### config.mk
export PLATFORM = sky130hd
export DESIGN_NAME = res_arbiter
export DESIGN_NICKNAME = d
export VERILOG_FILES = /design/src/rtl/res_arbiter.sv
export SDC_FILE = /design/constraint.sdc
export NUM_CORES = 1
export LEC_CHECK = 0
export ABC_AREA = 1
export BUFFER_PORTS_ARGS = -buffer_cell sky130_fd_sc_hd__buf_4
export CORE_ASPECT_RATIO = 0.75
export CORE_UTILIZATION = 30
export DETAILED_ROUTE_END_ITERATION = 10
export PLACE_DENSITY = 0.62
export SYNTH_ARGS = -nofsm -noshare
export SYNTH_HDL_FRONTEND = slang
export SYNTH_SLANG_ARGS = --single-unit
### constraint.sdc
create_clock -name clk -period 3.05 [get_ports clk]
set_input_delay 0.61 -clock clk [delete_from_list [all_inputs] [get_ports clk]]
set_output_delay 0.61 -clock clk [all_outputs]
set_load 0.02 [all_outputs]
### src/rtl/res_arbiter.sv
// res_arbiter: round-robin arbiter/sequencer sharing one transaction-based
// resource among REQ_COUNT requesters.
//
// Flow per transaction: IDLE (pick requester) -> START (one-cycle res_start)
// -> WAIT (until res_done) -> RELEASE (done pulse, pointer advance) -> IDLE.
//
// Optional feature: define ARB_TIMEOUT_EN to build the WAIT watchdog. The
// watchdog forces RELEASE with err/res_abort after TIMEOUT WAIT cycles.
// Without it, err and res_abort are tied low and WAIT is unbounded.
//
// Ports:
//   clk, rst          clock, synchronous active-high reset
//   req[i]            level request, held until done[i]
//   wdata             requester i's word at [i*word_width +: word_width]
//   gnt               one-hot grant, zero when idle
//   done              one-cycle completion pulse to the granted requester
//   err               high with done when the transaction timed out
//   rdata             read word, updated in the done cycle, then held
//   res_start         one-cycle start strobe to the resource
//   res_wdata         latched write word, stable from START through RELEASE
//   res_abort         one-cycle abort strobe on timeout
//   res_done          resource completion, only honoured in WAIT
//   res_rdata         resource result, sampled with res_done
module res_arbiter #(
  parameter int REQ_COUNT  = 4,
  parameter int word_width = 8,
  parameter int TIMEOUT    = 16
) (
  input  logic                            clk,
  input  logic                            rst,
  input  logic [REQ_COUNT-1:0]            req,
  input  logic [REQ_COUNT*word_width-1:0] wdata,
  output logic [REQ_COUNT-1:0]            gnt,
  output logic [REQ_COUNT-1:0]            done,
  output logic                            err,
  output logic [word_width-1:0]           rdata,
  output logic                            res_start,
  output logic [word_width-1:0]           res_wdata,
  output logic                            res_abort,
  input  logic                            res_done,
  input  logic [word_width-1:0]           res_rdata
);

  localparam int IW = (REQ_COUNT > 1) ? $clog2(REQ_COUNT) : 1;
  localparam logic [IW-1:0] LAST_IDX = IW'(REQ_COUNT - 1);

  if (REQ_COUNT < 2 || TIMEOUT < 2) begin : g_param_chk
    $error("res_arbiter: REQ_COUNT and TIMEOUT must both be >= 2");
  end

  typedef enum logic [1:0] {S_IDLE, S_START, S_WAIT, S_RELEASE} state_t;

  state_t  state;
  logic [IW-1:0] idx;
  logic [IW-1:0] ptr;

  // Per-requester view of the flat write bus.
  logic [REQ_COUNT-1:0][word_width-1:0] wd_lane;
  assign wd_lane = wdata;

  // Rotating priority: first set request at or above ptr, wrapping to 0.
  // Scanning from the far end downward lets the nearest candidate win.
  logic [IW-1:0] nxt;
  logic [IW-1:0] cand;
  always_comb begin
    nxt  = ptr;
    cand = '0;
    for (int k = REQ_COUNT - 1; k >= 0; k--) begin
      cand = IW'((int'(ptr) + k) % REQ_COUNT);
      if (req[cand]) nxt = cand;
    end
  end

  logic [REQ_COUNT-1:0] nxt_oh;
  logic [REQ_COUNT-1:0] idx_oh;
  for (genvar i = 0; i < REQ_COUNT; i++) begin : g_lane
    assign nxt_oh[i] = (nxt == IW'(i));
    assign idx_oh[i] = (idx == IW'(i));
  end

`ifdef ARB_TIMEOUT_EN
  localparam int CW = $clog2(TIMEOUT);
  localparam logic [CW-1:0] CNT_LAST = CW'(TIMEOUT - 1);
  logic [CW-1:0] wd_cnt;
`else
  assign err       = 1'b0;
  assign res_abort = 1'b0;
`endif

  always_ff @(posedge clk) begin
    if (rst) begin
      state     <= S_IDLE;
      idx       <= '0;
      ptr       <= '0;
      gnt       <= '0;
      done      <= '0;
      rdata     <= '0;
      res_start <= 1'b0;
      res_wdata <= '0;
`ifdef ARB_TIMEOUT_EN
      wd_cnt    <= '0;
      err       <= 1'b0;
      res_abort <= 1'b0;
`endif
    end else begin
      // Strobes default low; each is raised for exactly one state.
      res_start <= 1'b0;
      done      <= '0;
`ifdef ARB_TIMEOUT_EN
      err       <= 1'b0;
      res_abort <= 1'b0;
`endif
      case (state)
        S_IDLE: begin
          if (|req) begin
            idx       <= nxt;
            gnt       <= nxt_oh;
            res_wdata <= wd_lane[nxt];
            res_start <= 1'b1;
            state     <= S_START;
          end
        end
        S_START: begin
`ifdef ARB_TIMEOUT_EN
          wd_cnt <= '0;
`endif
          state  <= S_WAIT;
        end
        S_WAIT: begin
          // res_done wins over a watchdog expiry in the same cycle.
          if (res_done) begin
            rdata <= res_rdata;
            gnt   <= '0;
            done  <= idx_oh;
            state <= S_RELEASE;
          end
`ifdef ARB_TIMEOUT_EN
          else if (wd_cnt == CNT_LAST) begin
            rdata     <= '0;
            gnt       <= '0;
            done      <= idx_oh;
            err       <= 1'b1;
            res_abort <= 1'b1;
            state     <= S_RELEASE;
          end else begin
            wd_cnt <= wd_cnt + 1'b1;
          end
`endif
        end
        S_RELEASE: begin
          ptr   <= (idx == LAST_IDX) ? '0 : idx + 1'b1;
          state <= S_IDLE;
        end
        default: state <= S_IDLE;
      endcase
    end
  end

endmodule

# ---- Yosys cells after proc, flatten, opt, wreduce, memory -nomap -nowiden
# Index checks and enable logic that the tools add are counted.
dict set report op_classes {
  n_addsub 4
  n_lt_le_gt_ge 5
  n_eq_ne 11
  n_mux 22
  n_bitwise 3
  n_reduce_logical 11
}
# op count
set ops {}
lappend ops {{$bmux 8 s2} 1}
lappend ops {{$lt 2x3->1 const B} 5}
lappend ops {{$mux 2} 7}
lappend ops {{$eq 2x2->1 const B} 6}
lappend ops {{$bmux 1 s2} 4}
lappend ops {{$mux 4} 2}
lappend ops {{$mux 8} 1}
lappend ops {{$pmux 2 s4} 1}
lappend ops {{$pmux 4 s2} 1}
lappend ops {{$eq 2x1->1 const B} 3}
lappend ops {{$logic_not 2->1} 3}
lappend ops {{$reduce_and 2->1} 3}
lappend ops {{$mux 1} 5}
lappend ops {{$add 2x1->2 const B} 2}
lappend ops {{$add 2x2->2 const B} 2}
lappend ops {{$ne 2x2->1 const B} 2}
lappend ops {{$reduce_or 4->1} 1}
lappend ops {{$not 1->1} 3}
lappend ops {{$reduce_and 3->1} 1}
lappend ops {{$reduce_or 3->1} 1}
lappend ops {{$reduce_bool 2->1} 1}
lappend ops {{$reduce_or 2->1} 1}
dict set report word_totals {
  ff_bits 31
  in_bits 47
  out_inout_bits 27
  wordCells 64
}

# ---- Longest topological paths before layout
# Gate-level depths: netlist of the first run.
dict set report logic_depth {
  ltp_word 10
  mapped_depth 16
  mapped_depth_nobuf 15
}

# ---- Least setup slack after synthesis of the first run
# OpenSTA, ideal clock, no wires.
dict set report synth_timing {
  path_kind {input port to flip-flop}
  from {in req[1]}
  to {reg res_wdata[0]}
  setup_time_ns 0.117
  arrival_time_ns 1.640
  path_slack_ns 1.293
  path_stages 15
  n_path_buf 1
  cell_sequence {inv_1 -> nand2_1 -> nand3_1 -> nand2_1 -> inv_1 -> nand2_2 -> nand2_4 -> nand2_2 -> nand2_4 -> nand2_8 -> buf_12 -> nor2_2 -> nor2_1 -> nor2_1 -> nor2_1}
}
dict set report synth_via {
  elab_chain_cells 8
}
# item line_no
set synth_rtl {}
lappend synth_rtl {{start, declared} 31} ;# input logic [REQ_COUNT-1:0] req,
lappend synth_rtl {{$bmux 1 s2} 70} ;# if (req[cand]) nxt = cand;
lappend synth_rtl {{$mux 1 (implied by the code)} 70}
lappend synth_rtl {{$mux 2 (4 in a row)} 70}
lappend synth_rtl {{$bmux 8 s2} 118} ;# res_wdata <= wd_lane[nxt];
lappend synth_rtl {{$mux 8 (implied by the code)} 118}
lappend synth_rtl {{end signal, assigned} 118}
lappend synth_rtl {{end, declared} 38} ;# output logic [word_width-1:0] res_wdata,
# Several ways; a longest one is shown, not always the timed one. The select of a mux whose other input is x is not followed.
# A chain may end at the register's enable or synchronous reset.

# ---- Worst setup path after layout of the first run
dict set report layout_timing {
  from {reg ptr[0]}
  to {reg res_wdata[5]}
}
dict set report layout_via {
  elab_chain_cells 9
}
# item line_no
set layout_rtl {}
lappend layout_rtl {{start, declared} 55} ;# logic [IW-1:0] ptr;
lappend layout_rtl {{start signal, assigned} 151} ;# ptr <= (idx == LAST_IDX) ? '0 : idx + 1'b1;
lappend layout_rtl {{$add 2x2->2} 69} ;# cand = IW'((int'(ptr) + k) % REQ_COUNT);
lappend layout_rtl {{$bmux 1 s2} 70}
lappend layout_rtl {{$mux 1 (implied by the code)} 70}
lappend layout_rtl {{$mux 2 (3 in a row)} 70}
lappend layout_rtl {{$mux 2 (*)} 70}
lappend layout_rtl {{$bmux 8 s2 (*)} 118}
lappend layout_rtl {{$mux 8 (implied by the code) (*)} 118}
# Mark *: on every way between the ends. The rest lies on a longest branch, timed or not. The select of a mux whose other input is x is not followed.

==> results of run 1 <==
## layer usage
metal,vias up,part of all wire (%),global-route usage [%]
met1,800,53,21.4
met3,5,7.2,3.59
met4,0,0.85,4.10
li1,987,-,-
met2,75,39,21.1
met5,-,0,0
## worst min-delay path, stage by stage, from the launching register on
cell     delay, ns
dfxtp_1       0.32
nand2_1       0.06
a21oi_1       0.05
## final timing paths
path	from	end	slack, ns
setup / recovery	ptr[0]	res_wdata[5]	0.73
hold / removal	gnt[2]	gnt[2]	0.48
setup reg to reg	ptr[0]	res_wdata[5]	0.73
hold reg to reg	gnt[2]	gnt[2]	0.48
## sequential cells by signal (all words and copies together), names as in the netlist
| register | count |
|---|---|
| done | 4 |
| gnt | 4 |
| idx | 2 |
| ptr | 2 |
| rdata | 8 |
| res_start | 1 |
| res_wdata | 8 |
| state | 2 |
## cell type report
type | count | area, µm² | area share, %
inverter | 35 | 136 | 5.41
timing repair buffer | 71 | 533 | 21.2
clock buffer | 6 | 82.6 | 3.28
multi-input combinational | 194 | 1010 | 40.3
tap | 78 | 97.6 | 3.87
clock inverter | 2 | 35.0 | 1.39
sequential | 31 | 621 | 24.6
## through the flow
stage	hold slack, ns	instance area (µm²)	std cells	utilization (%)	setup slack [ns]
6_report	0.476	2520	417	42.6	0.730
2_1_floorplan	0.490	1870	272	-	1.29
3_3_place_gp	0.468	2400	409	40.6	0.763
4_1_cts	0.479	2520	417	42.6	0.725
5_1_grt	0.495	2520	417	42.6	0.414
3_5_place_dp	0.467	2400	409	40.6	0.711
## power groups by stage
stage	clock network [mW]	logic, mW	registers (mW)
floorplan	0	0.801	0.693
global placement	0	1.12	0.614
detailed placement	0	1.14	0.613
CTS	0.420	1.14	0.607
global route	0.437	1.28	0.622
finish	0.411	1.14	0.606
## synthesized netlist by cell type (3+ instances only)
library cell and n:
nand2_1 43, o21ai_0 22, nor2_1 50, nand2_2 12
inv_2 4, inv_1 29, nand3_2 3, nand4_1 8
dfxtp_1 31, nor2_2 8, ha_1 8, a21oi_1 8
clkbuf_1 4, nand3_1 20
## kinds of logic (layout without fill, tap and decap cells)
| kind of cell | Yosys count | in the layout |
|---|---|---|
| simple gates | 152 | 152 |
| buf+inv | 47 | 114 |
| compound gates | 32 | 32 |
| flops | 31 | 31 |
| fa+ha+maj | 8 | 8 |
| other cells | 1 | 2 |
==> metrics, run 1 <==
status finished, final reports clean; Post-Syn Area 0.00187 mm²; clk sinks 31; most common cell after layout, fill and taps aside buf_4; initial drt markers 50; max incr delay on CP 0.61 ns; PortBufs 71; top-area cell type share of the netlist area 33.3%; total gr overflow 0; Post-DRT Antenna Nets 0; number of endpoints failing setup at the final stage 0; hold path depth 2; worst-path fanout max 20; vias 1867; Layout area overhead 35.1%; worst setup path class reg -> reg; Worst slew margin 53.1%; logic gate share of total power 52.8%; slowest stage cell, crit path dfxtp_1; sequential cell fraction of total power 28.1%; Avg WL per Cell 11.3 µm; initial antenna violation count 0; mux share of post-synthesis cell area 0%; buffer count from post-CTS setup fixing 0; clock slew at reported path FFs 0.06 ns; Critical Path RT 3.22 ns; Top FF cell, synth dfxtp_1; post-synthesis xor/xnor area fraction 0%; Yosys Warn Count 0; Seq/Total Area, Yosys 33.3%; Clk Tree Root Cell clkbuf_8; skew final 0.00599 ns; Crit path depth 13; Final Hold Viols 0; Inserted Diodes 0; Yosys cell types 31; post-synthesis compound-gate area fraction 8.85%; internal cell power 1.20 mW; Clock Power Share 19.1%; DRC Markers 0; Synth area leader dfxtp_1; largest family of logic cells by synthesized area simple AND/OR/NAND/NOR gates; crit share post-route 76.1%; PwrDens 854 mW/mm²; NetSw 0.951 mW; worst reg2reg path depth 13; worst vdd ir 244 µV; Fillers 623; Max Cap Viol 0; core area 0.00592 mm²; adder-cell share of the synthesized area 5.37%; Setup TNS 0 ns; RSZ-0062 raised after global routing no; critical-path cell list inv_6 > nand2_2 > nand2_2 > nand2_2 > nand3_1 > nand2_1 > nand2_1 > nand2_1 > inv_2 > nand2_1 > nor2_1 > nor2_1 > nor2_1; row cnt 24; die area 0.00654 mm²; H-tree Lvls 2; maximum root-to-sink buffer count 2; worst-skew pair later-pin latency 0.28 ns; most frequent cells in the layout buf_4 (71), nor2_1 (50), nand2_1 (43); HPWL after DPL 3620 µm; Leakage Power 1.26 nW; CP startpoint kind register; fin. max-slew vios 0; WP buf/inv 2; Die Y 70.3 µm; Final GP Congestion 0.871; switching share of power 44.2%; worst min path class reg -> reg; CP Data Arrival Time 2.49 ns; register bit total from synthesis 31; largest net degree at the start of global routing 29; Mapped Cells 271; Post-synth EDFFs 0; overall routing resource usage 14.6%; Post-Synth Simple-Gate Area 39.8%; vias in the first global route 1691; cts hold-fix bufs 0; Area contributors post-synth dfxtp_1 (33%), nor2_1 (10%), nand2_1 (8.7%); CP most frequent cell nand2_1; Starting Density 31.5%; ratio of cells with drive above 1 in the final layout 33.3%; Final Power 2.15 mW; total wire length 4720 µm; async set or reset register ratio after synthesis 0%; CP top delay family simple AND/OR/NAND/NOR gates; CTS tree yes; chip width 93.1 µm; Crit. End Element register; worst slew pin tran 0.702 ns; I/O Pins 74; PostCTS Resize Cnt 0; DR vias/cell 4.48; Peak Freq 0.431 GHz; detailed-router iteration count before antenna repair 4; first-pass GRT wire length 7690 µm; Tmin final 2.32 ns; final net count 393; Num CTS Buffers 5; Mapped Avg Cell Area 6.88 µm²
No activity file was read; power rests on OpenSTA's default activity.
==> run 2, diff against run 1 <==
--- a/config.mk
+++ b/config.mk
@@ -10,7 +10,7 @@
 export CORE_ASPECT_RATIO = 0.75
 export CORE_UTILIZATION = 30
 export DETAILED_ROUTE_END_ITERATION = 10
-export PLACE_DENSITY = 0.62
+export PLACE_DENSITY = 0.64
 export SYNTH_ARGS = -nofsm -noshare
 export SYNTH_HDL_FRONTEND = slang
 export SYNTH_SLANG_ARGS = --single-unit
==> constraint.sdc (replaced) <==
create_clock -name clk -period 1.9 [get_ports clk]
set_input_delay 0.38 -clock clk [delete_from_list [all_inputs] [get_ports clk]]
set_output_delay 0.38 -clock clk [all_outputs]
set_load 0.02 [all_outputs]
==> run 2 against run 1 <==
Sequential share of layout area down 0.80 points. Sequential power rose by 57%. Via count rose by 2.5%. Global-route usage rose by 1.3 points. Setup slack got worse by 0.62 ns. Register-to-register slack lost 0.62 ns. First-iteration DRC count grew 52%.
==> metrics, run 2 (synthesis gave the netlist of run 1 again) <==
row cnt 24 (unchanged); DRC Markers 0 (unchanged); worst vdd ir 376 µV (+54%); Final Power 3.52 mW (+63%); first-pass GRT wire length 8150 µm (+5.9%); worst-skew pair later-pin latency 0.28 ns (about the same); Num CTS Buffers 5 (unchanged); vias in the first global route 1809 (+7.0%); ratio of cells with drive above 1 in the final layout 37.1% (+3.8 points); core area 0.00592 mm² (unchanged); maximum root-to-sink buffer count 2 (unchanged); I/O Pins 74 (unchanged); detailed-router iteration count before antenna repair 4 (unchanged); Layout area overhead 39.9%; final net count 404 (+2.8%); most frequent cells in the layout buf_4 (80), nor2_1 (46), nand2_1 (42); worst min path class in -> reg; most common cell after layout, fill and taps aside buf_4; PortBufs 71 (unchanged); total gr overflow 0 (unchanged); Avg WL per Cell 11.5 µm (+1.8%); Peak Freq 0.560 GHz (+30%); Crit. End Element register; Regs by FF count rdata x8, res_wdata x8; Max Cap Viol 0 (unchanged); worst slew pin tran 0.529 ns (-0.173 ns); CP Data Arrival Time 1.96 ns (-0.53 ns); Post-DRT Antenna Nets 0 (unchanged); largest net degree at the start of global routing 29 (unchanged); Final Cell Area 0.00261 mm² (+3.6%); chip width 93.1 µm (unchanged); Starting Density 31.5% (unchanged); overall routing resource usage 16.0% (+1.3 points); Post-Place Cell Area 0.00249 mm² (+3.6%); Final GP Congestion 0.884 (+1.5%); FF+latch area 622 µm² (+0.20%); CTS tree yes; RSZ-0062 raised after global routing yes; worst setup path class reg -> reg; Inserted Diodes 0 (unchanged); initial antenna violation count 0 (unchanged); Worst slew margin 64.7% (+12 points); buffer count from post-CTS setup fixing 0 (unchanged); fin. max-slew vios 0 (unchanged); Final Hold Viols 0 (unchanged); crit share post-route 94.0% (+18 points); status finished, final reports clean; Multi-input gate area 0.00105 mm² (+3.3%); cts hold-fix bufs 0 (unchanged); Die Y 70.3 µm (unchanged); Tmin final 1.79 ns (-0.533 ns); setup ws final 0.113 ns (-0.617 ns); HPWL after DPL 3860 µm (+6.5%); Leakage Power 1.30 nW (+2.9%); vias 1914 (+2.5%); H-tree Lvls 2 (unchanged); Fillers 613 (-1.6%); PwrDens 1350 mW/mm² (+58%); CP startpoint kind register; Setup Slack @ Placement -0.0330 ns (-0.744 ns); die area 0.00654 mm² (unchanged); worst-path fanout max 9 (-55%); clk sinks 31 (unchanged); Critical Path RT 2.07 ns (-1.15 ns); skew final 0.00640 ns (+0.000410 ns); DR vias/cell 4.47 (-0.12%); number of endpoints failing setup at the final stage 0 (unchanged); clock slew at reported path FFs 0.06 ns (about the same); Clk Tree Root Cell clkbuf_8; initial drt markers 76 (+52%); total wire length 4930 µm (+4.4%)
## run 2: cell types whose count changed in the layout (fill, tap and decap cells not counted), sizes merged
| cell | previous run | this run |
|---|---|---|
| buf | 71 | 81 |
| bufinv | 1 | 0 |
| clkbuf | 6 | 7 |
| clkinvlp | 0 | 1 |
| inv | 34 | 33 |
| nand2 | 58 | 59 |
## run 2: critical path, stage by stage, from the launching register on
cell     delay, ns
dfxtp_2       0.33
buf_12        0.14
inv_6         0.08
nand2_2       0.06
nand3_1       0.09
nand2_1       0.06
inv_1         0.08
nand2_2       0.06
nand2_4       0.07
nand3_4       0.12
buf_4         0.20
nand4_1       0.11
nand3_2       0.11
nor2_4        0.14
nor2_1        0.04
## run 2: timing repair
| item | 4_1_cts | 5_1_grt |
|---|---|---|
| setup endpoints to repair | 3 | 10 |
| cloned | 0 | 1 |
| resized for setup | 2 | 7 |
| pin swaps | 0 | 2 |
## run 2: routing by layer
layer	wire [µm]	GRT usage (%)	vias up
li1	-	-	1005
met1	2380	21.2	840
met2	2170	25.1	64
met3	342	4.79	5
met4	42	4.10	0
met5	0	0	-
## run 2: final cells by class
type                            count  area share (%)
Clock buffer                        7            2.92
Clock inverter                      1           0.192
Inverter                           35            5.37
Multi-Input combinational cell    195            40.2
Sequential cell                    31            23.8
Tap cell                           78            3.74
Timing Repair Buffer               81            23.8
## run 2: stage by stage
stage	utilization [%]	TNS (ns)	hold WS, ns	instances
6_report	44.1	0	0.333	428
5_1_grt	44.1	-0.0318	0.335	428
4_1_cts	43.6	0	0.320	427
3_5_place_dp	42.1	-0.0330	0.464	419
3_3_place_gp	42.1	-0.000259	0.463	419
2_1_floorplan	-	0	0.490	272
## run 2: path summary, 6_finish.rpt
check,from,end,slack (ns),depth (start not counted)
worst min register to register,gnt[0],gnt[0],0.47,2
worst max register to register,ptr[0],res_wdata[2],0.11,14
worst min-delay path,rst,gnt[3],0.33,2
worst max-delay path,ptr[0],res_wdata[2],0.11,14
## run 2: power by group
group | internal [mW] | switching (mW)
Sequential | 0.841 | 0.111
Clock | 0.257 | 0.232
Combinational | 0.801 | 1.28
==> run 3, diff against run 2 <==
--- a/config.mk
+++ b/config.mk
@@ -8,9 +8,9 @@
 export ABC_AREA = 1
 export BUFFER_PORTS_ARGS = -buffer_cell sky130_fd_sc_hd__buf_4
 export CORE_ASPECT_RATIO = 0.75
-export CORE_UTILIZATION = 30
+export CORE_UTILIZATION = 38
 export DETAILED_ROUTE_END_ITERATION = 10
-export PLACE_DENSITY = 0.64
+export PLACE_DENSITY = 0.76
 export SYNTH_ARGS = -nofsm -noshare
 export SYNTH_HDL_FRONTEND = slang
 export SYNTH_SLANG_ARGS = --single-unit
==> run 3 against run 2 <==
Routed wire length is 6.5% lower. Sequential cell count did not move. Via count decreased by 0.47%.
==> metrics, run 3 (synthesis gave the netlist of run 1 again) <==
CTS tree yes; skew final 0.00755 ns (+0.00114 ns); row cnt 21 (-13%); cts hold-fix bufs 0 (unchanged); first-pass GRT wire length 7910 µm (-2.9%); switching share of power 44.7% (-1.3 points); Cell Count, Final, Fillers Out 404 (-5.6%); Final GP Congestion 0.842 (-4.7%); NetSw 1.55 mW (-4.5%); Setup TNS 0 ns (unchanged); Final Hold Viols 0 (unchanged); DRC Markers 0 (unchanged); final net count 401 (-0.74%); Clk Tree Root Cell clkbuf_8; Layout area overhead 36.4%; Clock Power Share 16.4% (+2.5 points); worst vdd ir 562 µV (+50%); H-tree Lvls 2 (unchanged); Leakage Power 1.29 nW (-0.86%); PostCTS Resize Cnt 0 (-2); Num CTS Buffers 5 (unchanged); die area 0.00520 mm² (-21%); Inserted Diodes 0 (unchanged); internal cell power 1.91 mW (+0.84%); worst slew pin tran 0.570 ns (+0.0407 ns); logic gate share of total power 55.6% (-3.5 points); Regs by FF count rdata x8, res_wdata x8; Tmin final 1.69 ns (-0.0940 ns); placed insts 396 (-5.5%); PortBufs 71 (unchanged); Avg WL per Cell 11.4 µm (-0.93%); RSZ-0062 raised after global routing no; initial antenna violation count 0 (unchanged); fin. max-slew vios 0 (unchanged); Post-DRT Antenna Nets 0 (unchanged); total wire length 4610 µm (-6.5%); Starting Density 40.6% (+9.0 points); clk sinks 31 (unchanged); ratio of cells with drive above 1 in the final layout 35.4% (-1.7 points); sequential cell fraction of total power 28.0% (+1.0 points); initial drt markers 127 (+67%); maximum root-to-sink buffer count 2 (unchanged); clock slew at reported path FFs 0.06 ns (about the same); PwrDens 1360 mW/mm² (+0.91%); HPWL after DPL 3580 µm (-7.1%); number of endpoints failing setup at the final stage 0 (unchanged); critical-path cell list inv_6 > nand2_2 > nand2_2 > nand2_2 > nand2_2 > nor2_1 > nand2_1 > nand2_1 > nand2_1 > buf_4 > inv_2 > nand2_1 > nor2_1 > nor2_1 > nor2_1; most frequent cells in the layout buf_4 (79), nor2_1 (50), nand2_1 (43); CP Data Arrival Time 1.92 ns (-0.04 ns); core area 0.00460 mm² (-22%); slowest stage cell, crit path dfxtp_4; worst setup path class reg -> reg; detailed-router iteration count before antenna repair 5 (+1); I/O Pins 74 (unchanged); CP startpoint kind register; Worst slew margin 61.6% (-3.1 points); crit share post-route 89.1% (-4.9 points); Fillers 454 (-26%); chip width 82.9 µm (-11%); total gr overflow 0 (unchanged); Critical Path RT 2.12 ns (+0.05 ns); max incr delay on CP 0.41 ns (+0.08 ns); most common cell after layout, fill and taps aside buf_4; worst-path fanout max 9 (unchanged); worst-skew pair later-pin latency 0.28 ns (about the same); overall routing resource usage 18.8% (+2.9 points); Die Y 62.7 µm (-11%); Crit. End Element register; Max Cap Viol 0 (unchanged); Peak Freq 0.591 GHz (+5.6%); status finished, final reports clean; buffer count from post-CTS setup fixing 0 (unchanged); vias 1905 (-0.47%); largest net degree at the start of global routing 29 (unchanged); vias in the first global route 1687 (-6.7%); DR vias/cell 4.72 (+5.4%); worst min path class in -> reg
run 3: changes by cell type in the layout (fill, tap and decap cells not counted), sizes merged:
cell and delta:
buf -2, clkbuf +1, clkinv -1, nand2 -1
run 3: power groups by stage:
stage               clock network [mW]  logic (mW)  registers [mW]
floorplan                            0        1.29            1.11
global placement                     0        1.88           0.977
detailed placement                   0        1.91           0.980
CTS                              0.580        1.92           0.971
global route                     0.616        2.14           0.994
finish                           0.568        1.92           0.971
run 3: worst paths after layout:
check	start	to	slack (ns)	cells past startpoint
setup / recovery	ptr[0]	res_wdata[7]	0.21	15
hold / removal	rst	gnt[0]	0.33	2
setup reg to reg	ptr[0]	res_wdata[7]	0.21	15
hold reg to reg	gnt[3]	gnt[3]	0.47	2
run 3: critical path, delay by kind of cell (launching register included):
family / cells / cell delay, ns
and+or+nand+nor: 12 / 0.84
DFF: 1 / 0.41
buffers and inverters: 3 / 0.37
run 3: per-stage QoR:
| step | total power [mW] | setup slack (ns) | area (µm²) | utilization (%) | hold WS [ns] |
|---|---|---|---|---|---|
| after floorplan | 2.40 | 0.293 | 1870 | - | 0.490 |
| after global placement | 2.86 | 0.0371 | 2440 | 53.0 | 0.458 |
| after detailed placement | 2.89 | 0.0517 | 2440 | 53.0 | 0.462 |
| after CTS | 3.47 | 0.0254 | 2540 | 55.2 | 0.323 |
| after global routing | 3.75 | 0.0362 | 2540 | 55.3 | 0.332 |
| final | 3.46 | 0.207 | 2540 | 55.3 | 0.327 |
run 3: cell type report:
| type | count | area [µm²] | share of cell area, % |
|---|---|---|---|
| clock buffer | 8 | 100 | 3.93 |
| timing repair buffer | 79 | 593 | 23.3 |
| multi-input combinational | 194 | 1010 | 39.9 |
| sequential | 31 | 626 | 24.6 |
| tap | 57 | 71.3 | 2.80 |
| inverter | 35 | 140 | 5.51 |
run 3: metal layers:
layer / track usage [%] / share of wire (%) / vias up
met3: 6.08 / 7.1 / 5
met4: 3.88 / 0.85 / 0
met5: 0 / 0 / -
li1: - / - / 1004
met2: 27.9 / 43 / 77
met1: 26.6 / 49 / 819
